===== config.mk =====
export PLATFORM = sky130hd
export DESIGN_NAME = decode_stage
export DESIGN_NICKNAME = d
export VERILOG_FILES = /design/src/rtl/core_pkg.sv /design/src/rtl/rv32i_decoder.sv /design/src/rtl/decode_stage.sv
export SDC_FILE = /design/constraint.sdc
export NUM_CORES = 1
export LEC_CHECK = 0
export BUFFER_PORTS_ARGS = -buffer_cell sky130_fd_sc_hd__buf_2
export CORE_ASPECT_RATIO = 1.75
export CORE_UTILIZATION = 55
export CTS_CLUSTER_DIAMETER = 40
export CTS_CLUSTER_SIZE = 30
export DETAILED_ROUTE_END_ITERATION = 7
export GPL_TIMING_DRIVEN = 0
export PLACE_DENSITY = 0.94
export SLEW_MARGIN = 20
export SYNTH_ARGS = -nofsm -noshare
export SYNTH_HDL_FRONTEND = slang
export SYNTH_HIERARCHICAL = 1
export SYNTH_SLANG_ARGS = --single-unit

===== constraint.sdc =====
create_clock -name clk -period 5.4 [get_ports clk]
set_input_delay 0.27 -clock clk [delete_from_list [all_inputs] [get_ports clk]]
set_output_delay 0.27 -clock clk [all_outputs]
set_load 0.05 [all_outputs]

===== src/rtl/core_pkg.sv =====
// ----------------------------------------------------------------------------
// Module      : core_pkg
// Description : Shared RV32I decode types, opcode constants and helpers.
// Revision    : 1.0 - initial release
// ----------------------------------------------------------------------------
`default_nettype none

package core_pkg;

    typedef enum logic [3:0] {
        i_ADD   = 4'd0,
        i_SUB   = 4'd1,
        i_SLL   = 4'd2,
        i_SLT   = 4'd3,
        i_SLTU  = 4'd4,
        i_XOR   = 4'd5,
        i_SRL   = 4'd6,
        i_SRA   = 4'd7,
        i_OR    = 4'd8,
        i_AND   = 4'd9,
        i_LUI   = 4'd10,
        i_AUIPC = 4'd11
    } alu_op_t;

    localparam logic [6:0] OPC_OP     = 7'b0110011;
    localparam logic [6:0] OPC_OP_IMM = 7'b0010011;
    localparam logic [6:0] OPC_LUI    = 7'b0110111;
    localparam logic [6:0] OPC_AUIPC  = 7'b0010111;

    typedef struct packed {
        alu_op_t     alu_op;
        logic        is_imm;
        logic [31:0] imm_i;
        logic [31:0] imm_u;
        logic [4:0]  rs1_addr;
        logic [4:0]  rs2_addr;
        logic [4:0]  rd_addr;
        logic        rd_we;
        logic        illegal;
    } dec_t;

    localparam dec_t c_dec_reset = '{
        alu_op:   i_ADD,
        is_imm:   1'b0,
        imm_i:    32'h0,
        imm_u:    32'h0,
        rs1_addr: 5'd0,
        rs2_addr: 5'd0,
        rd_addr:  5'd0,
        rd_we:    1'b0,
        illegal:  1'b0
    };

    // funct3 -> operation when the base (funct7 = 0) encoding applies
    function automatic alu_op_t base_op(input logic [2:0] funct3);
        case (funct3)
            3'b000:  base_op = i_ADD;
            3'b001:  base_op = i_SLL;
            3'b010:  base_op = i_SLT;
            3'b011:  base_op = i_SLTU;
            3'b100:  base_op = i_XOR;
            3'b101:  base_op = i_SRL;
            3'b110:  base_op = i_OR;
            default: base_op = i_AND;
        endcase
    endfunction

endpackage

`default_nettype wire


===== src/rtl/rv32i_decoder.sv =====
// ----------------------------------------------------------------------------
// Module      : rv32i_decoder
// Description : Combinational RV32I (OP/OP-IMM/LUI/AUIPC) instruction cracker.
// Revision    : 1.0 - initial release
// ----------------------------------------------------------------------------
`default_nettype none

module rv32i_decoder
    import core_pkg::*;
(
    input  logic [31:0] i_instr,
    output dec_t        o_dec
);

    logic [6:0] w_opcode;
    logic [2:0] w_funct3;
    logic [6:0] w_funct7;
    logic       w_upper;
    logic       w_legal;
    logic       w_is_imm;
    logic       w_shamt;
    alu_op_t    w_op;

    assign w_opcode = i_instr[6:0];
    assign w_funct3 = i_instr[14:12];
    assign w_funct7 = i_instr[31:25];
    assign w_upper  = (w_opcode == OPC_LUI) || (w_opcode == OPC_AUIPC);

    always_comb begin
        w_op     = i_ADD;
        w_legal  = 1'b0;
        w_is_imm = 1'b0;
        w_shamt  = 1'b0;
        case (w_opcode)
            OPC_OP: begin
                if (w_funct7 == 7'b0000000) begin
                    w_legal = 1'b1;
                    w_op    = base_op(w_funct3);
                end else if (w_funct7 == 7'b0100000 && w_funct3 == 3'b000) begin
                    w_legal = 1'b1;
                    w_op    = i_SUB;
                end else if (w_funct7 == 7'b0100000 && w_funct3 == 3'b101) begin
                    w_legal = 1'b1;
                    w_op    = i_SRA;
                end
            end
            OPC_OP_IMM: begin
                w_is_imm = 1'b1;
                case (w_funct3)
                    3'b001: begin
                        w_shamt = 1'b1;
                        w_op    = i_SLL;
                        w_legal = (w_funct7 == 7'b0000000);
                    end
                    3'b101: begin
                        w_shamt = 1'b1;
                        w_op    = (w_funct7 == 7'b0100000) ? i_SRA : i_SRL;
                        w_legal = (w_funct7 == 7'b0000000) || (w_funct7 == 7'b0100000);
                    end
                    default: begin
                        w_legal = 1'b1;
                        w_op    = base_op(w_funct3);
                    end
                endcase
            end
            OPC_LUI: begin
                w_legal = 1'b1;
                w_op    = i_LUI;
            end
            OPC_AUIPC: begin
                w_legal = 1'b1;
                w_op    = i_AUIPC;
            end
            default: begin
                w_legal = 1'b0;
            end
        endcase
    end

    // Legal shift-immediates expose only the shamt; funct7 is not part of the operand
    assign o_dec.imm_i    = (w_legal && w_shamt) ? {27'd0, i_instr[24:20]}
                                                 : {{20{i_instr[31]}}, i_instr[31:20]};
    assign o_dec.imm_u    = {i_instr[31:12], 12'd0};
    assign o_dec.alu_op   = w_legal ? w_op : i_ADD;
    assign o_dec.is_imm   = w_legal && w_is_imm;
    assign o_dec.rs1_addr = w_upper ? 5'd0 : i_instr[19:15];
    assign o_dec.rs2_addr = w_upper ? 5'd0 : i_instr[24:20];
    assign o_dec.rd_addr  = i_instr[11:7];
    assign o_dec.rd_we    = w_legal && (i_instr[11:7] != 5'd0);
    assign o_dec.illegal  = !w_legal;

endmodule

`default_nettype wire


===== src/rtl/decode_stage.sv =====
// ----------------------------------------------------------------------------
// Module      : decode_stage
// Description : Single-entry RV32I decode pipeline register with valid/ready and flush.
// Revision    : 1.0 - initial release
// ----------------------------------------------------------------------------
`default_nettype none

module decode_stage
    import core_pkg::*;
#(
    parameter logic [31:0] RESET_PC = 32'h0000_0000
) (
    input  logic        clk,
    input  logic        reset,
    input  logic        in_valid,
    output logic        in_ready,
    input  logic [31:0] instr,
    input  logic [31:0] pc_in,
    input  logic        flush,
    output logic        out_valid,
    input  logic        out_ready,
    output alu_op_t     alu_op,
    output logic        is_imm,
    output logic [31:0] imm_i,
    output logic [31:0] imm_u,
    output logic [4:0]  rs1_addr,
    output logic [4:0]  rs2_addr,
    output logic [4:0]  rd_addr,
    output logic        rd_we,
    output logic [31:0] pc_out,
    output logic        illegal
);

    dec_t        w_dec;
    logic        w_capture;
    dec_t        r_dec;
    logic [31:0] r_pc;
    logic        r_valid;

    rv32i_decoder u_decoder (
        .i_instr (instr),
        .o_dec   (w_dec)
    );

    assign in_ready  = flush || !r_valid || out_ready;
    assign w_capture = in_valid && in_ready && !flush;

    // Flush beats capture beats retire; a retire with a capture keeps valid high
    always_ff @(posedge clk or posedge reset) begin
        if (reset) begin
            r_valid <= 1'b0;
            r_dec   <= c_dec_reset;
            r_pc    <= RESET_PC;
        end else if (flush) begin
            r_valid <= 1'b0;
        end else if (w_capture) begin
            r_valid <= 1'b1;
            r_dec   <= w_dec;
            r_pc    <= pc_in;
        end else if (out_ready) begin
            r_valid <= 1'b0;
        end
    end

    assign out_valid = r_valid;
    assign alu_op    = r_dec.alu_op;
    assign is_imm    = r_dec.is_imm;
    assign imm_i     = r_dec.imm_i;
    assign imm_u     = r_dec.imm_u;
    assign rs1_addr  = r_dec.rs1_addr;
    assign rs2_addr  = r_dec.rs2_addr;
    assign rd_addr   = r_dec.rd_addr;
    assign rd_we     = r_dec.rd_we;
    assign illegal   = r_dec.illegal;
    assign pc_out    = r_pc;

endmodule

`default_nettype wire

Word level (Yosys, flattened, before mapping)
Index checks and enable logic that the tools add are counted.
{ "classes": {"n_eq_ne": 11, "muxes": 23, "bitwise": 1, "reduce_logical": 21} }
{ "op_table": {"columns": ["operator", "count"], "rows": [
  ["$mux 32", 1],
  ["$pmux 4 s7", 1],
  ["$eq 7x6->1 const B", 3],
  ["$pmux 4 s5", 1],
  ["$pmux 4 s4", 1],
  ["$eq 7x5->1 const B", 2],
  ["$mux 4", 3],
  ["$mux 1", 10],
  ["$mux 5", 2],
  ["$eq 3x3->1 const B", 3],
  ["$pmux 4 s2", 1],
  ["$logic_and 1x1->1", 7],
  ["$logic_not 7->1", 1],
  ["$eq 3x2->1 const B", 2],
  ["$reduce_bool 5->1", 1],
  ["$logic_or 1x1->1", 4],
  ["$reduce_or 2->1", 2],
  ["$eq 3x1->1 const B", 1],
  ["$logic_not 1->1", 3],
  ["$logic_not 3->1", 1],
  ["$mux 3", 1],
  ["$pmux 1 s3", 1],
  ["$reduce_bool 3->1", 1],
  ["$pmux 1 s2", 1],
  ["other kinds (2)", 2]
]} }
{ "totals": {"reg_bits": 107, "in_bits": 69, "output_inout_bits": 120, "elab_cells": 67} }

Logic depth before layout (Yosys ltp)
Gate-level depths: netlist (run 1).
{ "depth": {"word_depth": 8, "depth_mapped": 6, "mapped_depth_nobuf": 5} }

Cells and area by module
Netlist (run 1), hierarchy kept.
{ "modules_own_cells": {"columns": ["mod", "n_inst", "cells_per_inst", "area_per_inst_um2", "seq_area_each_um2"], "rows": [
  ["decode_stage", 1, 256, 4559.4, 2977.9],
  ["rv32i_decoder", 1, 127, 865.8, 0.0]
]} }

Worst setup path after synthesis (run 1)
OpenSTA, ideal clock, no wires.
{ "synth_path": {"path_kind": "input port to flip-flop", "start": "input instr[25]", "end": "register r_dec, in the netlist alu_op[0]", "setup_time_ns": 0.067, "arrival_time_ns": 1.740, "t_required_ns": 5.333, "slack_ns": 3.594, "path_stages": 5, "path_buffers": 0, "path_cell_list": "or4_4 > o41a_1 > o32a_1 > o31ai_1 > mux2_2"} }
{ "synth_rtl": {"columns": ["element", "line", "source"], "rows": [
  ["from (decl)", "decode_stage.sv:17", "input logic [31:0] instr,"],
  ["to (signal assigned)", "decode_stage.sv:52", "r_dec <= c_dec_reset;"],
  ["to (signal assigned)", "decode_stage.sv:58", "r_dec <= w_dec;"],
  ["to (decl)", "decode_stage.sv:36", "dec_t r_dec;"]
]} }

==> reports/qor.csv, run 1 <==
stage;metric;value;unit
status;outcome;finished clean;
global_routing;grt_pass1_wl;20440;um
timing;fin_skew;0.008361;ns
clock_tree;insertion_delay;0.41;ns
clock_tree;cts_resized;0;
clock_tree;postCtsHoldBufs;1;
finish;layout-drive-gt1-share;68.02;%
drt;ant_nets;0;
global_routing;grt_pass1_vias;4210;
synth;yosys_warnings;6;
setup_path;r2r-end;rs1_addr[0];
drt;drt_iter0_drc;198;
finish;multi_input_area;1838;um^2
timing;period_needed;1.700;ns
synth;synth_edf_count;0;
setup_path;crit_arrival;2.04;ns
synth;synthArstFlopShare;100.0;%
floorplan;num_rows;47;
setup_path;reg2reg_from;out_valid;
synth;synth_area;5425;um^2
synth;synth.top_cell.area_share;54.89;%
drt;post-route-drc-count;0;
drt;finalWirelength;12810;um
clock_tree;cts_setup_buffers;0;
clock_tree;clkSlewWorstSetupHoldPaths;0.06;ns
drt;met1_length;4443;um
drt;met2_length;7162;um
timing;finalSetupViolCount;0;
clock_tree;clk_path_buf_depth;2;
clock_tree;cts_max_level;4;
finish;fillers;623;
synth;yosys_most_used_dff;dfrtp_1;
timing;finalSetupTns;0;ns
timing;slew_headroom;43.11;%
floorplan;ioPinCount;189;
synth;synth_seq_cells;119;
floorplan;die_w;77.08;um
setup_path;cp.required;5.74;ns
finish;seq_area;2978;um^2
setup_path;startpoint;instr[25];
drt;drt_pass1_iterations;6;
timing;fin_crit_sh;31.49;%
worst_hold_path;min_path_type;in -> reg;
drt;dr_wl_met3;688;um
global_routing;overflow;0;
floorplan;die-area;10280;um^2
floorplan;initial_utilization;56.95;%
timing;worst_slew_pin_slew;0.8534;ns
placed_design;globalplace.congestion;0.7918;
synth;yosysTopAreaCell;dfrtp_1;
timing;fmax;588.1;MHz
synth;synth.most_common_cell;dfrtp_1;
drt;vias;3764;
drt;wl_per_cell;17.35;um
synth;synthTopCellsByCount;119 x dfrtp_1, 99 x mux2_2, 71 x buf_4, 20 x mux2_4, 10 x and2_1;
synth;synth_cells;383;
drt;viasPerCell;5.100;
timing;rsz0062_at_grt;false;
drt;dr.max_layer_used;met4;
global_routing;gr-usage-all-layers;26.43;%
setup_path;r2r_cells;6;
synth;synth.avg_cell_area;14.17;um^2
power;peakVddDrop;0.3033;mV
power;power_density;454.5;nW/um^2
setup_path;end_kind;flop;
finish;fin_nets;672;
placed_design;numPortBuffers;188;
clock_tree;cts_tree;yes;
setup_path;critPathMaxFanout;5;
floorplan;die_h;133.4;um
synth;synth_area_leaders;dfrtp_1 55%, mux2_2 21%, buf_4 9.8%;
finish;n_antenna_cell;0;
setup_path;worst-setup-path-type;in -> reg;
setup_path;crit_path_end;alu_op[2];
setup_path;crit_path_start_kind;primary input;
timing;timing.hold.ws;0.04650;ns
clock_tree;numCtsBuffers;17;
timing;slew_violations;0;
finish;syn_to_final_growth;33.28;%
run;drv_cap;0;
placed_design;hpwl;9238;um
synth;synth_cell_types;38;
setup_path;r2r_slack;3.77;ns
clock_tree;clock-root-buffer;clkbuf_16;
floorplan;core;9527;um^2
timing;hold_viol_final;0;
power;leakage;3.565;nW
global_routing;antenna_found_initial;0;
global_routing;grt_max_degree;63;
synth;ys_seq_area_share;54.89;%
clock_tree;cts.sinks;119;
cell families (layout without fill, tap and decap cells):
family | after synthesis | in the layout | synth area share [%]
buffers and inverters | 87 | 309 | 11.99
other | 1 | 12 | 0.06912
AO/OA/AOI/OAI | 20 | 20 | 2.514
XOR/XNOR | 1 | 1 | 0.1615
AND/OR/NAND/NOR | 36 | 36 | 4.290
flip-flops | 119 | 119 | 54.89
multiplexers | 119 | 119 | 26.08
cells in the final DEF, fill, tap and decap left out, types with 2 or more instances in the layout:
master	synthesis	routed
clkbuf_8	0	4
buf_4	71	71
nor2_1	6	6
o41ai_1	2	2
a21oi_1	7	7
bufinv_16	0	3
o21ai_0	3	3
dfrtp_1	119	119
clkbuf_1	6	7
buf_12	2	2
clkbuf_16	0	17
nor2b_1	2	2
mux2_4	20	20
inv_1	5	4
and2_1	10	10
dlygate4sd3_1	1	2
buf_2	0	188
nor3_1	2	2
nand2_1	3	3
mux2_2	99	99
conb_1	1	12
nand2b_1	4	4
clkinvlp_4	0	6
final cells by class:
| cell class | instances | area share (%) |
|---|---|---|
| plain buffers | 82 | 8.739 |
| clock buffers | 22 | 6.697 |
| clock inverters | 10 | 1.990 |
| inverters | 5 | 0.3288 |
| multi-input cells | 188 | 25.42 |
| flip-flops and latches | 119 | 41.18 |
| well taps | 122 | 2.111 |
| repair buffers | 190 | 13.53 |
report_power, final:
part | switching, W | internal [W] | leakage, nW
Combinational | 0.000707 | 0.000297 | 1.87
Sequential | 0.0000769 | 0.00104 | 1.41
Clock | 0.000393 | 0.000775 | 0.287
Total | 0.00118 | 0.00211 | 3.57
stage by stage:
step | total power [W] | util [%] | worst slack, ns | std cells | instance area (um^2)
2_1_floorplan | 0.001877 | - | 1.973 | 394 | 5466
3_3_place_gp | 0.002091 | 68.86 | 0.8970 | 704 | 6560
3_5_place_dp | 0.002130 | 69.20 | 3.281 | 705 | 6593
4_1_cts | 0.003310 | 75.90 | 3.718 | 738 | 7231
5_1_grt | 0.003403 | 75.90 | 3.623 | 738 | 7231
6_report | 0.003286 | 75.90 | 3.700 | 738 | 7231
flip-flops by register name (all words and copies together), names as in the netlist, 4 cells and up:
name      cells
alu_op        4
imm_u        32
rd_addr       5
rs1_addr      5
rs2_addr      5
imm_i        32
pc_out       32
worst min-delay path by stage:
stage	depth (start not counted)	end	slack (ns)	startpoint
final	2	out_valid	0.05	flush
after global routing	2	out_valid	0.05	flush
after CTS	2	out_valid	0.04	flush
after detailed placement	2	pc_out[17]	0.37	reset
after global placement	2	out_valid	0.46	flush
after floorplan	1	out_valid	0.34	flush
critical path, stage by stage:
cell	delay, ns
buf_2	0.11
or4_4	0.57
nor3_4	0.21
a21oi_1	0.12
a2111oi_0	0.51
mux2_2	0.25
per-layer routing:
layer	vias up	GRT usage (%)
li1	1693	-
met1	1857	26.33
met2	167	49.11
met3	47	7.123
met4	0	13.84
met5	-	0
Note: power is estimated with default switching activity, not from simulation.
==> run 2, diff against run 1 <==
Settings changed: CORE_UTILIZATION 55 to 51, PLACE_DENSITY 0.94 to 0.88.
Clock period 5.4 ns to 1.7 ns, I/O delays scaled along.
==> run 2 against run 1 <==
Compared with the run above:
- non-clock buffer count up 36
- sequential share of layout area down 2.1 points
- clock skew fell by 0.0020 ns
- hold slack got worse by 0.029 ns
- routed wire length increased by 4.9%
- critical endpoint is now imm_u[6]
- highest routed layer unchanged
- combinational power increased to 3.3 times the previous value
- utilization decreased by 1.8 points
- global-route usage fell by 0.95 points
- sequential power rose to 3.2 times the previous value
- power rose to 3.2 times the previous value
==> reports/qor.csv, run 2 (same netlist as run 1, synthesis figures left out) <==
stage;metric;value;unit
drt;post-route-drc-count;0;
timing;hold_viol_final;0;
timing;slew_violations;0;
timing;fmax;616.7;MHz
timing;finalWorstSetupSlack;0.07840;ns
finish;syn_to_final_growth;40.66;%
setup_path;cp.required;1.98;ns
clock_tree;cts_tree;yes;
power;switchingPower;0.003824;W
timing;worst_slew_pin_slew;0.8592;ns
placed_design;globalplace.congestion;0.8412;
global_routing;overflow;0;
power;comb_power_share;30.6;%
power;clockPowerShare;36.2;%
drt;drt_iter0_drc;60;
floorplan;ioPinCount;189;
timing;fin_skew;0.006334;ns
finish;fin_nets;708;
floorplan;initial_utilization;52.67;%
setup_path;slowest_stage;dfrtp_2;
clock_tree;cts_setup_buffers;0;
drt;ant_nets;0;
finish;final_area;7631;um^2
power;internal-power;0.006848;W
timing;rsz0062_at_grt;true;
floorplan;num_rows;49;
setup_path;r2r_cells;6;
placed_design;place_ws;-0.2597;ns
global_routing;grt_pass1_vias;4287;
placed_design;hpwl;9257;um
drt;finalWirelength;13440;um
timing;finalSetupViolCount;0;
setup_path;worstPathCellList;nor2b_4, nor3b_2, buf_6, buf_12, buf_12, mux2_4;
drt;wl_per_cell;17.25;um
setup_path;crit_arrival;1.90;ns
setup_path;crit_path_start_kind;flop;
global_routing;gr-usage-all-layers;25.48;%
floorplan;die_h;138.4;um
status;outcome;finished clean;
drt;vias;3874;
power;peakVddDrop;1.015;mV
placed_design;numPortBuffers;188;
placed_design;placed_area;6631;um^2
power;leakage;3.740;nW
setup_path;worst-setup-path-type;reg -> reg;
setup_path;path_common_cell;buf_12;
clock_tree;numCtsBuffers;17;
power;switching_share;35.83;%
global_routing;grt_max_degree;36;
finish;n_antenna_cell;0;
global_routing;antenna_found_initial;0;
timing;fin_crit_sh;95.39;%
power;p_seq_share;33.2;%
worst_hold_path;hold_path_depth;3;
timing;slew_headroom;42.72;%
setup_path;critPathMaxFanout;10;
clock_tree;clk_path_buf_depth;2;
timing;period_needed;1.622;ns
setup_path;slowest_delay;0.40;ns
setup_path;end_kind;flop;
run;drv_cap;0;
power;power_density;1398;nW/um^2
global_routing;grt_pass1_wl;21260;um
clock_tree;cts_max_level;4;
clock_tree;clkSlewWorstSetupHoldPaths;0.06;ns
clock_tree;cts.sinks;119;
clock_tree;insertion_delay;0.40;ns
drt;viasPerCell;4.973;
finish;final_common_cell;buf_2;
drt;drt_pass1_iterations;7;
floorplan;die-area;11070;um^2
floorplan;die_w;79.97;um
worst_hold_path;min_path_type;in -> reg;
floorplan;core;10300;um^2
finish;layout-drive-gt1-share;64.88;%
finish;final_cell_mix;188 x buf_2, 118 x dfrtp_1, 99 x mux2_2, 71 x buf_4, 36 x dlygate4sd3_1;
clock_tree;clock-root-buffer;clkbuf_16;
run 2: changes by cell type in the layout (fill, tap and decap cells not counted), sizes merged:
cell,before,now
clkinv,1,2
clkbuf,28,25
bufinv,3,4
inv,5,8
dlygate4sd3,2,36
buf,264,266
clkinvlp,6,4
run 2: final timing paths:
| check | to | start | slack [ns] |
|---|---|---|---|
| setup / recovery | imm_u[6] | out_valid | 0.08 |
| hold / removal | imm_u[18] | instr[18] | 0.02 |
| setup reg to reg | imm_u[6] | out_valid | 0.08 |
| hold reg to reg | imm_u[15] | imm_u[15] | 0.50 |
| max in group asynchronous | imm_u[23] | reset | 0.61 |
| min in group asynchronous | pc_out[3] | reset | 0.31 |
run 2: area by class of cell:
cell class              count  area, um^2
flip-flops and latches    119        2979
fillers                   693        2669
multi-input cells         188        1838
repair buffers            226        1351
plain buffers              82       636.9
clock buffers              19       452.9
clock inverters            13       191.4
well taps                 127       158.9
inverters                   5       22.52
run 2: power by group through the flow:
| stage | logic, W | clock network [W] | registers (W) |
|---|---|---|---|
| after detailed placement | 0.00319 | 0 | 0.00357 |
| after global routing | 0.00339 | 0.00404 | 0.00359 |
| after CTS | 0.00326 | 0.00393 | 0.00353 |
| final | 0.00326 | 0.00387 | 0.00354 |
| after floorplan | 0.000773 | 0 | 0.00519 |
| after global placement | 0.00312 | 0 | 0.00354 |
run 2: metrics by stage:
stage / hold WS, ns / cells / total power [W] / setup TNS, ns / util (%)
after floorplan: 0.1477 / 394 / 0.005964 / 0 / -
after global placement: 0.2720 / 709 / 0.006654 / -55.43 / 63.80
after detailed placement: 0.1807 / 712 / 0.006766 / -0.6358 / 64.38
after CTS: 0.001563 / 779 / 0.01073 / 0 / 74.04
after global routing: 0.01738 / 779 / 0.01102 / -0.002081 / 74.09
final: 0.01745 / 779 / 0.01067 / 0 / 74.09
run 2: worst max-delay path: cells and delay by family (launching register included):
kind	cells	cell delay (ns)
buf+inv	3	0.48
flops	1	0.40
mux	1	0.30
simple gates	2	0.31
run 2: layer usage:
metal | vias up | global-route usage [%] | share of wire, %
met5 | - | 0 | 0
met4 | 0 | 11.94 | 3.2
met3 | 35 | 5.149 | 4.3
met2 | 145 | 47.32 | 56
met1 | 1931 | 26.36 | 36
li1 | 1763 | - | -
run 2: timing repair:
| item | 4_1_cts | 5_1_grt |
|---|---|---|
| hold endpoints to repair | 55 | 0 |
| hold buffers | 35 | 0 |
| setup endpoints to repair | 0 | 20 |
| resized for setup | 0 | 1 |
==> run 3, diff against run 2 <==
Settings changed: SETUP_SLACK_MARGIN from default to 0.5.
==> run 3 against run 2 <==
Compared with the run above:
- the run now ends with setup timing left
- die area stayed put
- critical path type unchanged
- non-clock buffer count up 10
- sequential share of layout area fell by 0.95 points
- largest power group unchanged
==> reports/qor.csv, run 3 (same netlist as run 1, synthesis figures left out) <==
stage;metric;value;unit
worst_hold_path;min_path_type;in -> reg;
clock_tree;numCtsBuffers;17;
drt;wl_per_cell;17.81;um
global_routing;met1_usage;26.15;%
setup_path;end_kind;flop;
timing;timing.hold.ws;0.01830;ns
power;leakage;3.855;nW
finish;fillers;694;
floorplan;num_rows;49;
clock_tree;cts.sinks;119;
global_routing;overflow;0;
power;peakVddDrop;1.350;mV
clock_tree;cts_tree;yes;
floorplan;die_h;138.4;um
finish;layout-drive-gt1-share;65.36;%
drt;drt_iter0_drc;178;
placed_design;globalplace.congestion;0.8743;
timing;fin_crit_sh;100.7;%
placed_design;numPortBuffers;188;
global_routing;grt_pass1_vias;4257;
finish;fin_nets;719;
global_routing;gr-usage-all-layers;25.48;%
power;power_density;1343;nW/um^2
timing;fin_skew;0.008224;ns
finish;final_common_cell;buf_2;
drt;post-route-drc-count;0;
timing;worst_slew_pin_slew;0.8667;ns
global_routing;gr-usage-met3;7.063;%
timing;fmax;584.3;MHz
status;violations;setup timing;
placed_design;hpwl;9271;um
run;drv_cap;0;
timing;slew_headroom;42.22;%
setup_path;crit_path_start_kind;flop;
clock_tree;clock-root-buffer;clkbuf_16;
setup_path;crit_arrival;1.99;ns
floorplan;core;10300;um^2
placed_design;placed_area;6643;um^2
status;outcome;finished with violations;
finish;final_cells;789;
drt;vias;3925;
finish;syn_to_final_growth;44.17;%
clock_tree;clk_path_buf_depth;2;
global_routing;antenna_found_initial;1;
clock_tree;cts_max_level;4;
finish;final_area;7821;um^2
setup_path;cp.required;1.98;ns
timing;rsz0062_at_grt;true;
global_routing;grt_max_degree;36;
floorplan;die_w;79.97;um
global_routing;grt_pass1_wl;21110;um
timing;period_needed;1.712;ns
clock_tree;clkSlewWorstSetupHoldPaths;0.05;ns
timing;finalSetupViolCount;5;
floorplan;die-area;11070;um^2
drt;ant_nets;0;
setup_path;worstPathCellList;nor2b_4, nor3b_4, buf_6, buf_12, buf_12, mux2_4;
global_routing;gr-usage-met2;45.75;%
placed_design;place_inst;712;
timing;slew_violations;0;
setup_path;worst-setup-path-type;reg -> reg;
floorplan;initial_utilization;52.67;%
timing;finalWorstSetupSlack;-0.01156;ns
finish;final_cell_mix;187 x buf_2, 118 x dfrtp_1, 84 x mux2_2, 73 x buf_4, 36 x dlygate4sd3_1;
drt;viasPerCell;4.975;
setup_path;critPathMaxFanout;10;
drt;finalWirelength;14050;um
drt;drt_pass1_iterations;4;
clock_tree;insertion_delay;0.41;ns
floorplan;ioPinCount;189;
timing;hold_viol_final;0;
setup_path;path_common_cell;buf_12;
setup_path;slowest_delay;0.41;ns
global_routing;busiest_layer;met2;
setup_path;slowest_stage;dfrtp_2;
-- run 3: cell types whose count changed in the layout (fill, tap and decap cells not counted), sizes merged --
cell,before,now
inv,8,4
bufinv,4,2
buf,266,274
diode,0,1
clkinvlp,4,5
clkbuf,25,31
-- run 3: path summary, 6_finish.rpt --
check,cells after the start,startpoint,slack [ns],endpoint
max in group asynchronous,5,reset,0.73,alu_op[0]
max,6,out_valid,-0.01,imm_u[5]
min reg2reg,1,imm_i[8],0.50,imm_i[8]
min in group asynchronous,3,reset,0.27,pc_out[23]
min,3,instr[15],0.02,imm_u[15]
max reg2reg,6,out_valid,-0.01,imm_u[5]
-- run 3: area by class of cell --
| type | count | area, um^2 | area share, % |
|---|---|---|---|
| Tap cell | 127 | 158.9 | 2.032 |
| Clock inverter | 7 | 92.59 | 1.184 |
| Timing Repair inverter | 1 | 5.005 | 0.06399 |
| Inverter | 5 | 22.52 | 0.2880 |
| Antenna cell | 1 | 2.502 | 0.03199 |
| Sequential cell | 119 | 2979 | 38.09 |
| Multi-Input combinational cell | 188 | 1902 | 24.32 |
| Buffer | 82 | 671.9 | 8.591 |
| Timing Repair Buffer | 236 | 1479 | 18.91 |
| Clock buffer | 23 | 508.0 | 6.495 |
-- run 3: worst max-delay path: cells and delay by family, from the launching register on --
kind | cells | cell delay (ns)
mux | 1 | 0.31
simple gates | 2 | 0.39
buf+inv | 3 | 0.48
flops | 1 | 0.41
-- run 3: report_power, final --
part | internal [W] | switching (W)
combinational | 0.00107 | 0.00228
clock | 0.00237 | 0.00122
sequential | 0.00330 | 0.000259
total | 0.00674 | 0.00376
-- run 3: metrics by stage --
stage	utilization (%)	TNS, ns	setup WS [ns]	power [W]
2_1_floorplan	-	0	0.03111	0.005964
3_5_place_dp	64.49	-0.6011	-0.2432	0.006774
5_1_grt	75.94	-2.020	-0.05222	0.01085
4_1_cts	74.11	0	0.04162	0.01047
6_report	75.94	-0.01689	-0.01156	0.01050
3_3_place_gp	63.84	-56.64	-0.6204	0.006655
-- run 3: what timing repair did --
| item | CTS | global route |
|---|---|---|
| gates cloned | 0 | 4 |
| pin swaps | 0 | 1 |
| gates resized for setup | 5 | 26 |
| setup endpoints to repair | 119 | 143 |
| setup buffers | 3 | 4 |
| hold buffers | 35 | 0 |
| endpoints found under the hold margin | 61 | 0 |
-- run 3: layer usage --
layer | wire [um] | vias to the layer above
met2 | 7910 | 147
met3 | 697 | 41
met5 | 0 | -
met1 | 4936 | 1953
met4 | 509 | 0
li1 | - | 1784
